## src/rtl/lsu.sv

```systemverilog
// rtl/lsu.sv - load/store unit: one data-memory transaction at a time over req/gnt/rvalid
//
// Ports:
//   clk, rst                 clock, asynchronous active-high reset
//   req_valid/req_ready      operation handshake from the execute stage
//   req_load/req_store       operation kind (mutually exclusive)
//   req_funct3               RV32I load/store width/sign encoding
//   req_addr, req_wdata      effective address and store data
//   req_rd                   load destination register
//   mem_req/mem_we/mem_addr/mem_be/mem_wdata   bus request (word address, lane enables)
//   mem_gnt, mem_rvalid, mem_rdata             bus grant and read return
//   resp_valid               one-cycle completion pulse
//   resp_rdata, resp_rd      extended load data and destination (0 for stores)
//   resp_misaligned          alignment fault
//   resp_fault               illegal funct3 or bus timeout
//   busy                     transaction in flight
module lsu #(
    parameter int unsigned TIMEOUT_CYCLES = 255
) (
    input  logic        clk,
    input  logic        rst,
    input  logic        req_valid,
    output logic        req_ready,
    input  logic        req_load,
    input  logic        req_store,
    input  logic [2:0]  req_funct3,
    input  logic [31:0] req_addr,
    input  logic [31:0] req_wdata,
    input  logic [4:0]  req_rd,
    output logic        mem_req,
    output logic        mem_we,
    output logic [31:0] mem_addr,
    output logic [3:0]  mem_be,
    output logic [31:0] mem_wdata,
    input  logic        mem_gnt,
    input  logic        mem_rvalid,
    input  logic [31:0] mem_rdata,
    output logic        resp_valid,
    output logic [31:0] resp_rdata,
    output logic [4:0]  resp_rd,
    output logic        resp_misaligned,
    output logic        resp_fault,
    output logic        busy
);

    localparam int CW = $clog2(TIMEOUT_CYCLES + 1);

    typedef enum logic [1:0] {IDLE, REQ, WAIT, DONE} state_t;

    state_t        state;
    logic [CW-1:0] tcnt;
    logic [2:0]    op_funct3;
    logic [1:0]    op_off;
    logic          op_store;
    logic [4:0]    op_rd;

    logic        accept;
    logic        illegal_f3;
    logic        misaligned;
    logic [3:0]  be_base;
    logic [31:0] wdata_lanes;
    logic [31:0] shifted;
    logic [31:0] load_ext;
    logic        timeout_hit;

    assign accept = req_valid & req_ready & (req_load | req_store);

    // Loads accept 000/001/010/100/101; stores only 000/001/010.
    assign illegal_f3 = (req_funct3 == 3'b011) | (req_funct3[2:1] == 2'b11)
                      | (req_store & req_funct3[2]);

    assign misaligned = ((req_funct3[1:0] == 2'b01) & req_addr[0])
                      | ((req_funct3[1:0] == 2'b10) & (req_addr[1:0] != 2'b00));

    always_comb begin
        be_base     = 4'b1111;
        wdata_lanes = req_wdata;
        case (req_funct3[1:0])
            2'b00: begin
                be_base     = 4'b0001;
                wdata_lanes = {4{req_wdata[7:0]}};
            end
            2'b01: begin
                be_base     = 4'b0011;
                wdata_lanes = {2{req_wdata[15:0]}};
            end
            default: ;
        endcase
    end

    assign shifted = mem_rdata >> {op_off, 3'b000};

    always_comb begin
        load_ext = shifted;
        case (op_funct3)
            3'b000:  load_ext = {{24{shifted[7]}}, shifted[7:0]};
            3'b001:  load_ext = {{16{shifted[15]}}, shifted[15:0]};
            3'b100:  load_ext = {24'h0, shifted[7:0]};
            3'b101:  load_ext = {16'h0, shifted[15:0]};
            default: load_ext = shifted;
        endcase
    end

    // The budget spans REQ and WAIT together, so a grant that lands on the
    // last counted cycle leaves no WAIT cycles; >= covers that overshoot.
    assign timeout_hit = (tcnt >= CW'(TIMEOUT_CYCLES - 1));

    assign busy = (state != IDLE);

    always_ff @(posedge clk or posedge rst) begin
        if (rst) begin
            state           <= IDLE;
            tcnt            <= '0;
            op_funct3       <= '0;
            op_off          <= '0;
            op_store        <= 1'b0;
            op_rd           <= '0;
            req_ready       <= 1'b1;
            mem_req         <= 1'b0;
            mem_we          <= 1'b0;
            mem_addr        <= '0;
            mem_be          <= '0;
            mem_wdata       <= '0;
            resp_valid      <= 1'b0;
            resp_rdata      <= '0;
            resp_rd         <= '0;
            resp_misaligned <= 1'b0;
            resp_fault      <= 1'b0;
        end else begin
            resp_valid <= 1'b0;
            case (state)
                IDLE: begin
                    if (accept) begin
                        req_ready <= 1'b0;
                        tcnt      <= '0;
                        op_funct3 <= req_funct3;
                        op_off    <= req_addr[1:0];
                        op_store  <= req_store;
                        op_rd     <= req_rd;
                        if (illegal_f3 || misaligned) begin
                            state           <= DONE;
                            resp_valid      <= 1'b1;
                            resp_rdata      <= '0;
                            resp_rd         <= req_store ? 5'd0 : req_rd;
                            resp_fault      <= illegal_f3;
                            resp_misaligned <= ~illegal_f3;
                        end else begin
                            state     <= REQ;
                            mem_req   <= 1'b1;
                            mem_we    <= req_store;
                            mem_addr  <= {req_addr[31:2], 2'b00};
                            mem_be    <= be_base << req_addr[1:0];
                            mem_wdata <= req_store ? wdata_lanes : 32'h0;
                        end
                    end
                end
                REQ: begin
                    tcnt <= tcnt + 1'b1;
                    if (mem_gnt) begin
                        mem_req <= 1'b0;
                        if (op_store) begin
                            state           <= DONE;
                            resp_valid      <= 1'b1;
                            resp_rdata      <= '0;
                            resp_rd         <= '0;
                            resp_fault      <= 1'b0;
                            resp_misaligned <= 1'b0;
                        end else begin
                            state <= WAIT;
                        end
                    end else if (timeout_hit) begin
                        mem_req         <= 1'b0;
                        state           <= DONE;
                        resp_valid      <= 1'b1;
                        resp_rdata      <= '0;
                        resp_rd         <= op_store ? 5'd0 : op_rd;
                        resp_fault      <= 1'b1;
                        resp_misaligned <= 1'b0;
                    end
                end
                WAIT: begin
                    tcnt <= tcnt + 1'b1;
                    if (mem_rvalid) begin
                        state           <= DONE;
                        resp_valid      <= 1'b1;
                        resp_rdata      <= load_ext;
                        resp_rd         <= op_rd;
                        resp_fault      <= 1'b0;
                        resp_misaligned <= 1'b0;
                    end else if (timeout_hit) begin
                        state           <= DONE;
                        resp_valid      <= 1'b1;
                        resp_rdata      <= '0;
                        resp_rd         <= op_rd;
                        resp_fault      <= 1'b1;
                        resp_misaligned <= 1'b0;
                    end
                end
                DONE: begin
                    state     <= IDLE;
                    req_ready <= 1'b1;
                end
                default: state <= IDLE;
            endcase
        end
    end

endmodule

```

## config.mk

```make
export PLATFORM = sky130hd
export DESIGN_NAME = lsu
export DESIGN_NICKNAME = d
export VERILOG_FILES = /design/src/rtl/lsu.sv
export SDC_FILE = /design/constraint.sdc
export NUM_CORES = 1
export LEC_CHECK = 0
export CORE_ASPECT_RATIO = 1.2
export CORE_MARGIN = 2
export CORE_UTILIZATION = 42
export DETAILED_ROUTE_END_ITERATION = 7
export GPL_TIMING_DRIVEN = 0
export PLACE_DENSITY = 0.79
export SETUP_SLACK_MARGIN = 0.2
export SYNTH_ARGS = -nofsm -noshare
export SYNTH_HDL_FRONTEND = slang
export SYNTH_SLANG_ARGS = --single-unit
```

## constraint.sdc

```tcl
create_clock -name clk -period 7.85 [get_ports clk]
set_input_delay 0.785 -clock clk [delete_from_list [all_inputs] [get_ports clk]]
set_output_delay 0.785 -clock clk [all_outputs]
set_load 0.02 [all_outputs]
```

Yosys cells after proc, flatten, opt, wreduce, memory -nomap -nowiden
Cells that the tools add are included.
Word-level totals
  output and inout bits: 112
  word-level logic and storage cells: 123
  input bits: 111
  bits in registers: 130
Cells by class
  shifts and indexed selects: 2
  bitwise gates (word level): 11
  $lt $le $gt $ge: 1
  equal/unequal tests: 16
  reduce and logical (&&, ||, !) cells: 18
  multiplexer cells: 57
  $add $sub $neg: 1
Operators by type and width (count)
  32-bit 2-to-1 mux: 7
  32-bit one-hot mux with 4 select lines: 1
  32-bit one-hot mux with 3 select lines: 1
  32-bit one-hot mux with 2 select lines: 1
  5-bit 2-to-1 mux: 9
  32-bit by 5-bit >> shifter with 32-bit output: 1
  1-bit 2-to-1 mux: 23
  8-bit one-hot mux with 2 select lines: 1
  5-bit one-hot mux with 3 select lines: 1
  2-bit 2-to-1 mux: 5
  2-bit nonzero test: 5
  3-bit != test (second input constant): 3
  1-bit one-hot mux with 3 select lines: 3
  8-bit by 1-bit adder with 8-bit output (second input constant): 1
  2-bit equality test (second input constant): 4
  8-bit greater-or-equal comparator (second input constant): 1
  8-bit 2-to-1 mux: 1
  2-bit one-hot mux with 4 select lines: 1
  4-bit one-hot mux with 2 select lines: 1
  4-bit AND reduction: 2
  3-bit equality test (second input constant): 2
  2-bit != test (second input constant): 3
  2-bit AND reduction: 3
  6-bit AND reduction: 1
  14 further kinds: 25

Longest topological paths before layout
  depth after elaboration: 7
  mapped depth: 10
  mapped depth without buffers: 7

Worst setup path after synthesis
Ideal clock, no wire load.
  path kind: input to register
  start point: in req_funct3[0]
  end point: reg mem_addr[10]
  data arrival time: 2.218 ns
  data required time: 7.725 ns
  stages: 8
  slack: 5.507 ns
  library setup time: 0.125 ns
  buffers on the path: 4
  cell sequence: buf_2 -> nor4_4 -> nor2_2 -> or2_1 -> buf_6 -> buf_6 -> buf_6 -> mux2_4
Between the ends
  word-level cells in the longest chain between the ends: 6
  elaborated cells between the ends (all ways): 11
  classes of those cells: 3 x eq/ne; 6 x bitwise; 2 x reduce/logical
Ends and longest elaborated chain
  start: declaration: line 26  | input logic [2:0] req_funct3,
  3-bit by 2-bit equality test with 1-bit output (tied with other cells): line 69  | assign illegal_f3 = (req_funct3 == 3'b011) | (req_funct3[2:1] == 2'b11)
  1-bit bitwise OR (tied with other cells): line 69
  1-bit bitwise OR (on tied branches): line 70, 73
  1-bit logical OR (*): line 140  | if (illegal_f3 || misaligned) begin
  1-bit NOT (no line) (*)
  3-bit AND reduction (no line) (*)
  end signal: assignment: line 151  | mem_addr <= {req_addr[31:2], 2'b00};
  end: declaration: line 32  | output logic [31:0] mem_addr,
Mark *: on every way between the ends. The rest lies on a longest branch, timed or not.
A chain may end at the register's enable or synchronous reset.

Worst setup path after layout
  start point: in req_addr[0]
  end point: reg resp_rdata[23]
Between the ends
  word-level cells in the longest chain between the ends: 6
  elaborated cells between the ends (all ways): 7
  classes of those cells: 1 x eq/ne; 3 x bitwise; 3 x reduce/logical
Ends and longest elaborated chain
  start: declaration: line 27  | input logic [31:0] req_addr,
  2-bit nonzero test: line 73  | | ((req_funct3[1:0] == 2'b10) & (req_addr[1:0] != 2'b00));
  1-bit AND: line 73
  1-bit bitwise OR (*): line 73
  1-bit logical OR (*): line 140
  2-bit != test (no line) (*)
  4-bit AND reduction (no line) (*)
  end signal: assignment: line 186  | resp_rdata <= load_ext;
  end: declaration: line 39  | output logic [31:0] resp_rdata,
Marks and branches as above.

==> impl_metrics.tcl <==
set metrics [dict create \
    drv_cap 0 \
    skew_ns 0.0117 \
    antenna_found_initial 0 \
    synthAdderAreaFrac_pct 1.30 \
    dr_total_vias 5947 \
    switching_share_pct 39.4 \
    yosys_warnings 0 \
    die_x_um 120 \
    rr_endpoint "resp_misaligned$_DFFE_PP0P_" \
    io_pins 223 \
    period_needed_ns 2.86 \
    clockPowerShare_pct 21.0 \
    cp_top_family "compound AO/OA/AOI/OAI gates" \
    yosysSeqAreaShare_pct 48.3 \
    setup_violations 0 \
    powerDensity_nw_per_um2 399 \
    crit_type "in2reg" \
    ys_seq_elements 130 \
    max_freq_ghz 0.350 \
    cts_tree "built" \
    finalSetupTns_ns 0 \
    fin_ws_ns 4.99 \
    hp-class "reg2reg" \
    finalCritPeriodShare_pct 36.4 \
    drive_above_1_share_pct 14.9 \
    postCtsSetupBuffers 0 \
    tightest_slew_ns 0.771 \
    r2r_start "state[0]$_DFFE_PP0N_" \
    die_h_um 143 \
    drc 0 \
    routed_wl_mm 19.8 \
    port_buffers 219 \
    path_depth 7 \
    core_um2 15600 \
    via_per_inst 5.33 \
    leakage_nw 4.24 \
    clock_latency_ns 0.42 \
    yosysUniqueCellTypes 50 \
    cp_data_arrival_time_ns 3.19 \
    rsz0062_at_grt "no" \
    grt_pass1_vias 5879 \
    initial_core_util_pct 43.0 \
    grt_max_degree 73 \
    ant_nets 0 \
    syn_area_um2 6730 \
    crit_chain "clkdlybuf4s50_1 -> a21oi_1 -> a221oi_2 -> o2111ai_2 -> buf_2 -> o211ai_1 -> o2bb2ai_1" \
    avgSynthCellArea_um2 10.3 \
    required_ns 8.18 \
    std_cell_rows 50 \
    r2r_cells 9 \
    gp_congestion 0.915 \
    cts.sinks 130 \
    synthCells 655 \
    root_buffer "clkbuf_16" \
    crit_start "req_addr[0]" \
    post-place-ws_ns 4.62 \
    synth_top_family_by_area "compound AO/OA/AOI/OAI gates" \
    cp_max_fo 10 \
    die_area_um2 17100 \
    clockBufferDepth 2 \
    synthArstFlopShare_pct 100 \
    start_kind "primary input" \
    grt_first_pass_wirelength_mm 30.9 \
    synth-simple-area-share_pct 11.5 \
    slowest_stage "clkdlybuf4s50_1" \
    synthFlopType "dfrtp_1" \
    synth_edf_count 0 \
    dr.pass1.iters 5 \
    regToRegSetupSlack_ns 5.33 \
    p_switching_mw 1.55 \
    path_clk_slew_ns 0.06 \
    drtIter0Drc 351 \
    post-dp-hpwl_mm 14.8 \
    status "completed" \
    hold_buffers 0 \
    irDropWorstVdd_v 0.000213 \
    h-tree-depth 4 \
    diodes 0 \
    synthXorXnorAreaFrac_pct 0 \
    synth_compound_area_share_pct 18.5 \
    gr-total-overflow 0 \
    crit_end "resp_rdata[23]$_DFFE_PP0P_" \
    area_growth_pct 46.0 \
    p_int_mw 2.38 \
    synth_mux_area_share_pct 16.2 \
    p_comb_share_pct 49.8 \
    ctsResizeCount 0 \
    numCtsBuffers 17 \
    worst_setup_path_end_kind "flip-flop" \
    power_frac_seq_pct 29.2 \
    wl_per_cell_um 17.8 \
    grtUsageTotal_pct 23.4 \
    final_net_count 1013 \
    critPathBufInv 2 \
    relSlewSlack_pct 48.4 \
    slew_viol_final 0 \
    cpPeakStageDelay_ns 0.79 \
    hold_violations 0 \
]
==> cell usage in the layout (no fill, tap or decap), drive strengths merged, types with 3 or more instances in the layout <==
cell,Yosys,layout
o2bb2ai,9,9
a21oi,31,31
clkinvlp,0,4
a22o,10,10
o21ai,83,83
nand2,118,118
a221oi,11,11
clkinv,0,3
nor2,23,23
nand3,6,6
clkdlybuf4s50,0,219
nand2b,10,10
o31ai,5,5
mux2,68,68
mux2i,26,26
ha,7,7
inv,18,20
or3,3,3
bufinv,0,3
buf,21,22
a22oi,5,5
nor3,4,4
dfrtp,129,129
o211ai,13,13
nor2b,5,5
clkbuf,19,38
a221o,7,7
o21a,3,3
==> per-layer routing <==
layer	up-vias	global-route usage (%)	wire, um
li1	2808	-	-
met1	2874	28.1	7900
met2	237	38.7	9770
met3	28	8.27	1730
met4	0	8.54	391
met5	-	0	0
==> cells in the mapped netlist, types with 10 or more instances <==
cell type | n | share of area (%)
a21oi_1 | 29 | 2.2
a22o_1 | 10 | 1.3
buf_2 | 12 | 0.89
clkbuf_1 | 19 | 1.1
dfrtp_1 | 129 | 48
inv_1 | 18 | 1.0
mux2_2 | 51 | 8.5
mux2_4 | 17 | 3.8
mux2i_1 | 26 | 3.9
nand2_1 | 117 | 6.5
nand2b_1 | 10 | 0.93
nor2_1 | 21 | 1.2
o211ai_1 | 11 | 1.2
o21ai_0 | 83 | 6.2
==> layout make-up <==
cell class                      instances  area, um2
Fill cell                            1307       5810
Buffer                                 40        206
Tap cell                              208        260
Inverter                               18       72.6
Sequential cell                       130       3250
Timing Repair Buffer                  220       2220
Clock buffer                           19        453
Clock inverter                         12        156
Multi-Input combinational cell        468       3210
==> per-stage QoR <==
step                      instance area, um2  hold WS, ns  std cells  utilization [%]  total power [mW]
final                                   9830        0.476       1115             62.8              3.93
after global routing                    9830        0.499       1115             62.8              4.15
after CTS                               9830        0.482       1115             62.8              3.95
after detailed placement                9220        0.468       1084             59.0              3.11
after global placement                  9190        0.461       1083             58.7              3.08
after floorplan                         6740        0.447        656                -              2.28
==> worst reg2reg max path, delay by kind of cell, from the launching register on <==
kind / cells / cell delay (ns)
buf+inv: 4 / 0.85
flops: 1 / 0.41
simple gates: 1 / 0.10
compound gates: 3 / 0.78
fa+ha+maj: 1 / 0.28
==> worst min path at each step <==
stage / from / to / slack (ns) / cells after the start
floorplan: tcnt[7]$_DFFE_PP0P_ / tcnt[7]$_DFFE_PP0P_ / 0.45 / 1
global placement: mem_wdata[23]$_DFFE_PP0P_ / mem_wdata[23]$_DFFE_PP0P_ / 0.46 / 2
detailed placement: resp_misaligned$_DFFE_PP0P_ / resp_misaligned$_DFFE_PP0P_ / 0.47 / 2
CTS: mem_wdata[2]$_DFFE_PP0P_ / mem_wdata[2]$_DFFE_PP0P_ / 0.48 / 2
global route: tcnt[7]$_DFFE_PP0P_ / tcnt[7]$_DFFE_PP0P_ / 0.50 / 1
finish: resp_rdata[0]$_DFFE_PP0P_ / resp_rdata[0]$_DFFE_PP0P_ / 0.48 / 2
==> power groups by stage <==
stage / Sequential, mW / Combinational [mW] / Clock, mW
after floorplan: 1.42 / 0.859 / 0
after global placement: 1.14 / 1.93 / 0
after detailed placement: 1.15 / 1.96 / 0
after CTS: 1.15 / 1.97 / 0.837
after global routing: 1.18 / 2.10 / 0.862
final: 1.15 / 1.96 / 0.824
==> sequential cells by signal (all words and copies together), names as in the netlist, 2 cells and up <==
signal / cells
op_off: 2
resp_rd: 5
op_funct3: 3
mem_be: 4
resp_rdata: 32
tcnt: 8
mem_addr: 30
op_rd: 5
mem_wdata: 32
state: 2
==> logic make-up (layout without fill, tap and decap cells) <==
family / Yosys count / count (layout)
compound gates: 187 / 187
fa+ha+maj: 7 / 7
buf+inv: 58 / 309
flops: 130 / 130
mux: 94 / 94
other cells: 1 / 2
simple gates: 178 / 178
Power figures use the tool's default switching activity.
